## config.mk

```make
export PLATFORM = sky130hd
export DESIGN_NAME = button_debouncer
export DESIGN_NICKNAME = d
export VERILOG_FILES = /design/src/rtl/button_debouncer.sv
export SDC_FILE = /design/constraint.sdc
export NUM_CORES = 1
export LEC_CHECK = 0
export ABC_AREA = 1
export CORE_UTILIZATION = 53
export DETAILED_ROUTE_END_ITERATION = 12
export PLACE_DENSITY_LB_ADDON = 0.1
export SETUP_SLACK_MARGIN = 0.2
export SYNTH_ARGS = -nofsm -noshare
export SYNTH_HDL_FRONTEND = slang
export SYNTH_SLANG_ARGS = --single-unit
```

## constraint.sdc

```tcl
create_clock -name clk -period 4.4 [get_ports clk]
set_input_delay 0.66 -clock clk [delete_from_list [all_inputs] [get_ports clk]]
set_output_delay 0.66 -clock clk [all_outputs]
set_load 0.005 [all_outputs]
```

## src/rtl/button_debouncer.sv

```systemverilog
// Debounces one raw pushbutton into a clean level plus one-cycle press/release pulses.
// Optional auto-repeat of rise_pulse while held: define BUTTON_DEBOUNCER_REPEAT_EN.
module button_debouncer #(
  parameter int SYNC_STAGES     = 2,
  parameter int DEBOUNCE_CYCLES = 500000,
  parameter int CNT_W           = 19,
  parameter int REPEAT_DELAY    = 25000000,
  parameter int REPEAT_PERIOD   = 5000000
) (
  input  logic clk,
  input  logic rst,
  input  logic btn_in,
  output logic btn_level,
  output logic rise_pulse,
  output logic fall_pulse
);

  if (SYNC_STAGES < 2 || SYNC_STAGES > 4) begin : g_bad_sync
    $error("button_debouncer: SYNC_STAGES must be 2..4");
  end
  if (DEBOUNCE_CYCLES < 2 || (64'd1 << CNT_W) <= 64'(DEBOUNCE_CYCLES)) begin : g_bad_cnt
    $error("button_debouncer: need DEBOUNCE_CYCLES >= 2 and 2**CNT_W > DEBOUNCE_CYCLES");
  end
  if (REPEAT_DELAY < 1 || REPEAT_PERIOD < 1) begin : g_bad_rep
    $error("button_debouncer: REPEAT_DELAY and REPEAT_PERIOD must be >= 1");
  end

  typedef enum logic [1:0] {
    S_LOW       = 2'd0,
    S_WAIT_HIGH = 2'd1,
    S_HIGH      = 2'd2,
    S_WAIT_LOW  = 2'd3
  } state_t;

  localparam logic [CNT_W-1:0] CNT_ONE  = CNT_W'(1);
  localparam logic [CNT_W-1:0] CNT_LAST = CNT_W'(DEBOUNCE_CYCLES - 1);

  // Input capture flop plus SYNC_STAGES metastability flops; this alignment puts the
  // accepted level exactly SYNC_STAGES+DEBOUNCE_CYCLES edges after btn_in is first sampled.
  logic [SYNC_STAGES:0] sync_r;
  logic                 btn_s;
  state_t               state_r;
  logic [CNT_W-1:0]     cnt_r;

  assign btn_s = sync_r[SYNC_STAGES];

`ifdef BUTTON_DEBOUNCER_REPEAT_EN
  localparam int REP_MAX = (REPEAT_DELAY > REPEAT_PERIOD) ? REPEAT_DELAY : REPEAT_PERIOD;
  localparam int REP_W   = $clog2(REP_MAX + 1);

  logic [REP_W-1:0] rep_cnt_r;
  logic             rep_armed_r;
  logic [REP_W-1:0] rep_target_s;
  logic             rep_fire_s;

  // First repeat waits REPEAT_DELAY, later ones REPEAT_PERIOD.
  assign rep_target_s = rep_armed_r ? REP_W'(REPEAT_PERIOD) : REP_W'(REPEAT_DELAY);
  assign rep_fire_s   = ((rep_cnt_r + REP_W'(1)) == rep_target_s);
`endif

  // Synchronizer shift chain.
  always_ff @(posedge clk) begin
    if (rst) begin
      sync_r <= '0;
    end else begin
      sync_r <= {sync_r[SYNC_STAGES-1:0], btn_in};
    end
  end

  // Debounce FSM with stability counter and registered outputs.
  always_ff @(posedge clk) begin
    if (rst) begin
      state_r     <= S_LOW;
      cnt_r       <= '0;
      btn_level   <= 1'b0;
      rise_pulse  <= 1'b0;
      fall_pulse  <= 1'b0;
`ifdef BUTTON_DEBOUNCER_REPEAT_EN
      rep_cnt_r   <= '0;
      rep_armed_r <= 1'b0;
`endif
    end else begin
      rise_pulse  <= 1'b0;
      fall_pulse  <= 1'b0;
`ifdef BUTTON_DEBOUNCER_REPEAT_EN
      rep_cnt_r   <= '0;
      rep_armed_r <= 1'b0;
`endif
      case (state_r)
        S_LOW: begin
          if (btn_s) begin
            state_r <= S_WAIT_HIGH;
            cnt_r   <= CNT_ONE;
          end else begin
            cnt_r   <= '0;
          end
        end
        S_WAIT_HIGH: begin
          if (!btn_s) begin
            state_r    <= S_LOW;
            cnt_r      <= '0;
          end else if (cnt_r == CNT_LAST) begin
            state_r    <= S_HIGH;
            cnt_r      <= '0;
            btn_level  <= 1'b1;
            rise_pulse <= 1'b1;
          end else begin
            cnt_r      <= cnt_r + CNT_ONE;
          end
        end
        S_HIGH: begin
          if (!btn_s) begin
            state_r <= S_WAIT_LOW;
            cnt_r   <= CNT_ONE;
          end else begin
            cnt_r   <= '0;
`ifdef BUTTON_DEBOUNCER_REPEAT_EN
            if (rep_fire_s) begin
              rise_pulse  <= 1'b1;
              rep_cnt_r   <= '0;
              rep_armed_r <= 1'b1;
            end else begin
              rep_cnt_r   <= rep_cnt_r + REP_W'(1);
              rep_armed_r <= rep_armed_r;
            end
`endif
          end
        end
        S_WAIT_LOW: begin
          if (btn_s) begin
            state_r    <= S_HIGH;
            cnt_r      <= '0;
          end else if (cnt_r == CNT_LAST) begin
            state_r    <= S_LOW;
            cnt_r      <= '0;
            btn_level  <= 1'b0;
            fall_pulse <= 1'b1;
          end else begin
            cnt_r      <= cnt_r + CNT_ONE;
          end
        end
        default: begin
          state_r   <= S_LOW;
          cnt_r     <= '0;
          btn_level <= 1'b0;
        end
      endcase
    end
  end

endmodule

```

==> metrics.txt, run 1 <==
mux cell area share after synthesis 0; pin count of the biggest net entering global routing 17; Leakage Power about 0.50 nW; number of filler instances in the final layout roughly 260; list of cells traversed by the critical path clkdlybuf4s50_1; number of vias per cell 4.934; largest family of logic cells by synthesized area simple AND/OR/NAND/NOR gates; total negative slack for setup checks 0 ns; highest ir drop seen on vdd ~0.00026 V; max incr delay on CP 0.51 ns; DP Worst Slack roughly 2.4 ns; synthesized net count 210; number of buffers on the longest clock path 2; CP Launch Type flop; maxcap violations 0; Cell Area, Placed between 0.001 and 0.0015 sq mm; number of cells on the worst hold path 2; synthesized-area fraction occupied by ao, oa, aoi and oai cells 0.02022; final critical path time including I/O delays and setup 1.856 ns; Reg2Reg Depth 10; flop2flop setup slack roughly 2.6 ns; endpoint of the lowest-slack register-to-register path cnt_r[16]; instance count of the mapped netlist 206; number of failing hold endpoints at the final stage 0; post-cts resize count 0; Critical Path End Type primary output; ports placed on the boundary 6; arrival time of data at the critical path endpoint 1.20 ns; Max Slew Vio Count 0; post-route fraction of the period consumed by the critical path 0.4219; startpoint of the lowest-slack register-to-register path cnt_r[0]; nets 219; final critical-path setup slack about 2.5 ns; Final Wtd Congestion approximately 0.88; total overflow reported by the global router 0; family with the most delay on the worst path buffers and inverters; via count of the first global-routing pass between 1,000 and 1,500; area inside the core boundary ~0.0025 sq mm; Synth Area in Simple Gates 0.4256; sequential standard cell area approximately 540 sq um; RSZ-0062 raised after global routing false; Routed WL per cell around 11 um; share of post-route cells with drive strength above 1 0.06075; share of synthesized cell area in full adder, half adder and majority cells 0.009191; dpl hpwl 1.993 mm; yosys warns 0; number of buffers added to fix hold violations after cts 0; x dimension of the die roughly 53 um; non-filler cells, final 244; number of buffers inserted by port buffering 5; clock network latency to the later pin of the worst-skew pair approximately 0.33 ns; count of inserted antenna diode cells 0; power per cell area between 200 and 300 mW/mm^2; worst-path maximum fanout 2; Reg clk slew, reported paths roughly 0.16 ns; layout overhead on the synthesized area 7.536%; fin area 0.001464 sq mm; Multi-input gate area ~720 sq um; cell area after technology mapping about 0.0014 sq mm; Placed Cells incl. Taps 240; Root Driver sky130_fd_sc_hd__clkbuf_4; count of buffering cells on the critical path with inverters included 1; number of remaining DRC errors 0; Setup Crit Path Kind reg2out; setup skew after layout 0.008955 ns; count of antenna-violating nets left after detailed routing 0; number of design-rule violations left by the first detailed-router iteration 17; class of the most critical hold timing path reg2reg; register bit count reported by yosys 27; highest achievable clock rate between 0.5 and 0.6 GHz; # Post-CTS Setup Buffers 0; Avg Inst Size Synth approximately 6.6 sq um; Detailed Route WL between 2 and 3 mm; required time of the critical path ~3.7 ns; initial antenna violation count 0; Max H-tree Level 1; count of unique library cells instantiated by Yosys 21; Hold Crit Endpoint sync_r[2]; final hold slack 0.4164 ns; Worst Hold Launch sync_r[1]; overall global routing resource usage 0.2114; CTS tree done; detailed-route via count 1,204; first-pass GRT wire length around 4.4 mm; xor and xnor area share after synthesis 0.07077; Initial Utilization 0.5545; number of detailed-routing iterations run before antenna repair 4; number of clock sinks 27; result of the run finished clean; number of clock buffers inserted by TritonCTS 3; Die Ht roughly 53 um; area of the die 0.002775 sq mm; Setup-failing EPs final 0; site row count 18; relative slew slack 0.6994; cell with the biggest individual delay on the critical path sky130_fd_sc_hd__clkdlybuf4s50_1; sequential share of the synthesized area 0.3971; Worst Max-Slew Pin Slew roughly 0.45 ns
[registers in the layout (all words and copies together), names as in the netlist, named ones only]
| register | flops |
|---|---|
| btn_level | 1 |
| cnt_r | 19 |
| fall_pulse | 1 |
| rise_pulse | 1 |
| state_r | 1 |
| sync_r | 3 |
[Yosys cell counts, drive strengths merged]
cell type  instances  area share
xor2               7       0.045
buf                1       0.011
dfxtp             27        0.40
nand4              5       0.023
ha                 1      0.0092
o21ai              2      0.0074
a21oi              2      0.0074
nor3               5       0.018
o31ai              1      0.0055
nor2              59        0.17
nand2             56        0.16
or2                1      0.0046
nand3             11       0.044
inv               24       0.066
xnor2              4       0.026
[final cells by class]
type | instances | area share
tap | 30 | 0.02564
clock buffer | 3 | 0.01538
inverter | 24 | 0.06154
multi-input combinational | 154 | 0.4889
timing repair buffer | 5 | 0.03419
sequential | 27 | 0.3692
clock inverter | 1 | 0.005128
[per-layer routing]
layer | routed length (um) | GRT usage | share of wire
met1 | 1435 | 0.2942 | 0.53
met2 | 1197 | 0.3418 | 0.44
met3 | 53 | 0.03478 | 0.020
met4 | 15 | 0.03947 | 0.0056
met5 | 0 | 0 | 0
[power breakdown]
part / total, mW / internal [mW] / switching (mW)
clock: 0.112 / 0.0348 / 0.0770
sequential: 0.250 / 0.247 / 0.00239
combinational: 0.0111 / 0.00455 / 0.00656
[logic make-up (layout without fill, tap and decap cells)]
family / after synthesis / after routing
fa+ha+maj: 1 / 1
compound gates: 5 / 5
flops: 27 / 27
xor+xnor: 11 / 11
buf+inv: 25 / 33
simple gates: 137 / 137
[cell usage in the layout, fill, tap and decap left out]
| cell type | netlist | final |
|---|---|---|
| sky130_fd_sc_hd__xor2_1 | 7 | 7 |
| sky130_fd_sc_hd__nand4_1 | 5 | 5 |
| sky130_fd_sc_hd__xnor2_1 | 4 | 4 |
| sky130_fd_sc_hd__inv_1 | 23 | 23 |
| sky130_fd_sc_hd__nand3_2 | 1 | 1 |
| sky130_fd_sc_hd__nand3_1 | 10 | 10 |
| sky130_fd_sc_hd__o21ai_0 | 2 | 2 |
| sky130_fd_sc_hd__clkbuf_4 | 0 | 3 |
| sky130_fd_sc_hd__clkinvlp_4 | 0 | 1 |
| sky130_fd_sc_hd__nor3_1 | 5 | 5 |
| sky130_fd_sc_hd__o31ai_1 | 1 | 1 |
| sky130_fd_sc_hd__clkdlybuf4s50_1 | 0 | 5 |
| sky130_fd_sc_hd__inv_2 | 1 | 1 |
| sky130_fd_sc_hd__nand2_2 | 2 | 2 |
| sky130_fd_sc_hd__or2_2 | 1 | 1 |
| sky130_fd_sc_hd__a21oi_1 | 2 | 2 |
| sky130_fd_sc_hd__nor2_2 | 2 | 2 |
| sky130_fd_sc_hd__nor2_1 | 56 | 56 |
| sky130_fd_sc_hd__nand2_4 | 1 | 1 |
| sky130_fd_sc_hd__ha_1 | 1 | 1 |
| sky130_fd_sc_hd__nand2_1 | 53 | 53 |
| sky130_fd_sc_hd__dfxtp_1 | 27 | 27 |
| sky130_fd_sc_hd__nor2_4 | 1 | 1 |
[how the worst max path moves through the flow]
stage                   start   endpoint  slack (ns)  depth (start not counted)
floorplan            cnt_r[0]   cnt_r[2]        2.87                         11
global placement          rst   cnt_r[8]        2.46                          4
detailed placement        rst   cnt_r[8]        2.42                          4
CTS                 btn_level  btn_level        2.54                          1
global route        btn_level  btn_level        2.49                          1
finish              btn_level  btn_level        2.54                          1
[stage by stage]
step                power, mW    util
floorplan              0.2617       -
global placement       0.2654  0.5841
detailed placement     0.2658  0.5841
CTS                    0.3740  0.5963
global route           0.3893  0.5963
finish                 0.3724  0.5963
Note: power is estimated with default switching activity, not from simulation.
==> run 2: changes to the inputs <==
Clock period 4.4 ns to 1.6 ns, I/O delays scaled along.
==> metrics.txt, run 2 (synthesis results as in run 1) <==
Reg2Reg Depth 10 (unchanged); Worst Max-Slew Pin Slew 0.3214 ns (was 0.4493 ns); post-route fraction of the period consumed by the critical path 0.8619; area of the die 0.002775 sq mm (unchanged); final design utilization 0.6728 (was 0.5963); area inside the core boundary 0.002455 sq mm (unchanged); arrival time of data at the critical path endpoint 1.61 ns (was 1.20 ns); number of buffers added to fix hold violations after cts 0 (unchanged); total overflow reported by the global router 0 (unchanged); worst-path maximum fanout 7 (was 2); x dimension of the die 52.68 um (unchanged); number of clock sinks 27 (unchanged); pin count of the biggest net entering global routing 16 (was 17); count of antenna-violating nets left after detailed routing 0 (unchanged); number of buffers on the longest clock path 2 (unchanged); Multi-input gate area 819.5 sq um (was 715.7 sq um); most common library cell in the layout ignoring fill and taps sky130_fd_sc_hd__nand2_1 (was sky130_fd_sc_hd__nor2_1); number of failing hold endpoints at the final stage 0 (unchanged); result of the run finished clean (unchanged); relative slew slack 0.7842 (was 0.6994); Initial Utilization 0.5545 (unchanged); net switching power 0.2405 mW (was 0.08594 mW); initial antenna violation count 0 (unchanged); Critical Path End Type flop (was primary output); capturing element of the worst setup path cnt_r[15] (was btn_level); DP Worst Slack 0.08544 ns (was 2.416 ns); detailed-route via count 1,298 (was 1,204); relative contribution of the clock network to total power 0.297 (was 0.300); switching part of the total 0.2341 (was 0.2307); part of the total power dissipated in sequential elements 0.664 (was 0.670); nets 228 (was 219); via count of the first global-routing pass 1,086 (was 1,016); clock network latency to the later pin of the worst-skew pair 0.34 ns (was 0.33 ns); Detailed Route WL 3.039 mm (was 2.702 mm); dpl hpwl 2.133 mm (was 1.993 mm); final critical path time including I/O delays and setup around 1.4 ns; CP Launch Type flop (unchanged); Largest Register cnt_r (unchanged); startpoint of the lowest-slack register-to-register path cnt_r[0] (unchanged); highest-count cells in the layout ignoring fill and taps 51 x sky130_fd_sc_hd__nand2_1, 44 x sky130_fd_sc_hd__nor2_1, 22 x sky130_fd_sc_hd__inv_1 (was 56 x sky130_fd_sc_hd__nor2_1, 53 x sky130_fd_sc_hd__nand2_1, 27 x sky130_fd_sc_hd__dfxtp_1); registers with the highest flip-flop counts cnt_r x19, sync_r x3 (unchanged); layout overhead on the synthesized area 21.32% (was 7.536%); highest achievable clock rate slightly above 0.7 GHz; CTS tree done (unchanged); number of filler instances in the final layout 233 (was 256); RSZ-0062 raised after global routing true (was false); number of clock buffers inserted by TritonCTS 3 (unchanged); number of remaining DRC errors 0 (unchanged); site row count 18 (unchanged); Root Driver sky130_fd_sc_hd__clkbuf_4 (unchanged); Final Wtd Congestion 0.8765 (was 0.8768); portion of total power attributed to combinational logic 0.040 (was 0.030); total negative slack for setup checks 0 ns (unchanged); Max Slew Vio Count 0 (unchanged); sequential standard cell area 559.3 sq um (was 540.5 sq um); endpoint of the lowest-slack register-to-register path cnt_r[15] (was cnt_r[16]); flop2flop setup slack 0.22 ns (was 2.63 ns); Setup-failing EPs final 0 (unchanged); setup skew after layout 0.01953 ns (was 0.008955 ns); class of the most critical hold timing path in2reg (was reg2reg); number of vias per cell 5.130 (was 4.934); share of post-route cells with drive strength above 1 0.2152 (was 0.06075); Setup Crit Path Kind reg2reg (was reg2out); required time of the critical path 1.84 ns (was 3.74 ns); number of buffers inserted by port buffering 5 (unchanged); maxcap violations 0 (unchanged); Leakage Power 0.5611 nW (was 0.4962 nW); power per cell area 621.9 mW/mm^2 (was 254.4 mW/mm^2); max reg flops 19 (unchanged); Die Ht 52.68 um (unchanged); worst setup path start cnt_r[0] (was btn_level); Routed WL per cell 12.01 um (was 11.07 um); highest ir drop seen on vdd 0.0005825 V (was 0.0002562 V); number of detailed-routing iterations run before antenna repair 5 (was 4); cell-internal power 0.7867 mW (was 0.2865 mW); Max H-tree Level 1 (unchanged); Reg clk slew, reported paths 0.16 ns (about the same); overall global routing resource usage 0.2337 (was 0.2114); final critical-path setup slack 0.2210 ns (was 2.544 ns); first-pass GRT wire length 4.671 mm (was 4.360 mm); Worst Hold Launch btn_in (was sync_r[1]); number of design-rule violations left by the first detailed-router iteration 41 (was 17); ports placed on the boundary 6 (unchanged); count of inserted antenna diode cells 0 (unchanged)
## run 2: changes by cell type in the layout (fill, tap and decap cells not counted), moves of 2 or more
cell / delta
sky130_fd_sc_hd__nor2_1: -12
sky130_fd_sc_hd__nor2_2: +11
sky130_fd_sc_hd__dfxtp_1: -9
sky130_fd_sc_hd__buf_4: +7
sky130_fd_sc_hd__dfxtp_2: +6
sky130_fd_sc_hd__clkdlybuf4s50_1: -3
sky130_fd_sc_hd__dfxtp_4: +3
sky130_fd_sc_hd__dlygate4sd2_1: +3
sky130_fd_sc_hd__nand2_1: -2
sky130_fd_sc_hd__nand2_8: +2
## run 2: power groups by stage
| stage | combinational [mW] | clock (mW) | sequential [mW] |
|---|---|---|---|
| floorplan | 0.0209 | 0 | 0.700 |
| global placement | 0.0320 | 0 | 0.701 |
| detailed placement | 0.0332 | 0 | 0.702 |
| CTS | 0.0361 | 0.308 | 0.686 |
| global route | 0.0455 | 0.333 | 0.683 |
| finish | 0.0407 | 0.305 | 0.682 |
## run 2: cell type report
type,instances,area share
inverters,24,0.05909
repair buffers,13,0.06667
multi-input cells,155,0.4962
well taps,30,0.02273
flip-flops and latches,27,0.3386
clock inverters,1,0.003030
clock buffers,3,0.01364
## run 2: how the worst min path moves through the flow
stage	endpoint	slack (ns)	cells after the start
after global routing	sync_r[0]	0.40	3
after detailed placement	sync_r[2]	0.40	2
final	sync_r[0]	0.39	3
after CTS	sync_r[0]	0.40	3
after floorplan	sync_r[0]	0.31	1
after global placement	sync_r[2]	0.39	2
## run 2: metrics by stage
step / instances / hold WS [ns] / total power, mW / instance area (sq um)
final: 253 / 0.3925 / 1.027 / 1652
after global routing: 253 / 0.4016 / 1.061 / 1652
after CTS: 251 / 0.3978 / 1.030 / 1567
after detailed placement: 243 / 0.4014 / 0.7348 / 1481
after global placement: 243 / 0.3916 / 0.7329 / 1481
after floorplan: 206 / 0.3112 / 0.7210 / 1386
## run 2: metal layers
metal,track usage,wire length (um)
met1,0.3051,1455
met5,0,0
met2,0.3861,1481
met3,0.04348,72
met4,0.07018,30
## run 2: what timing repair did
item,4_1_cts,5_1_grt
setup endpoints to repair,21,22
hold endpoints to repair,0,0
pin swaps,4,6
cloned,1,0
gates resized for setup,11,25
buffers inserted,3,2
## run 2: worst max-delay path, stage by stage (launching register included)
cell	delay, ns
sky130_fd_sc_hd__dfxtp_4	0.39
sky130_fd_sc_hd__ha_4	0.14
sky130_fd_sc_hd__nand2_4	0.05
sky130_fd_sc_hd__nor2_4	0.09
sky130_fd_sc_hd__nand2_2	0.09
sky130_fd_sc_hd__inv_2	0.07
sky130_fd_sc_hd__nand3_4	0.11
sky130_fd_sc_hd__nand2_4	0.13
sky130_fd_sc_hd__inv_8	0.05
sky130_fd_sc_hd__nand2_8	0.10
sky130_fd_sc_hd__nor2_1	0.04
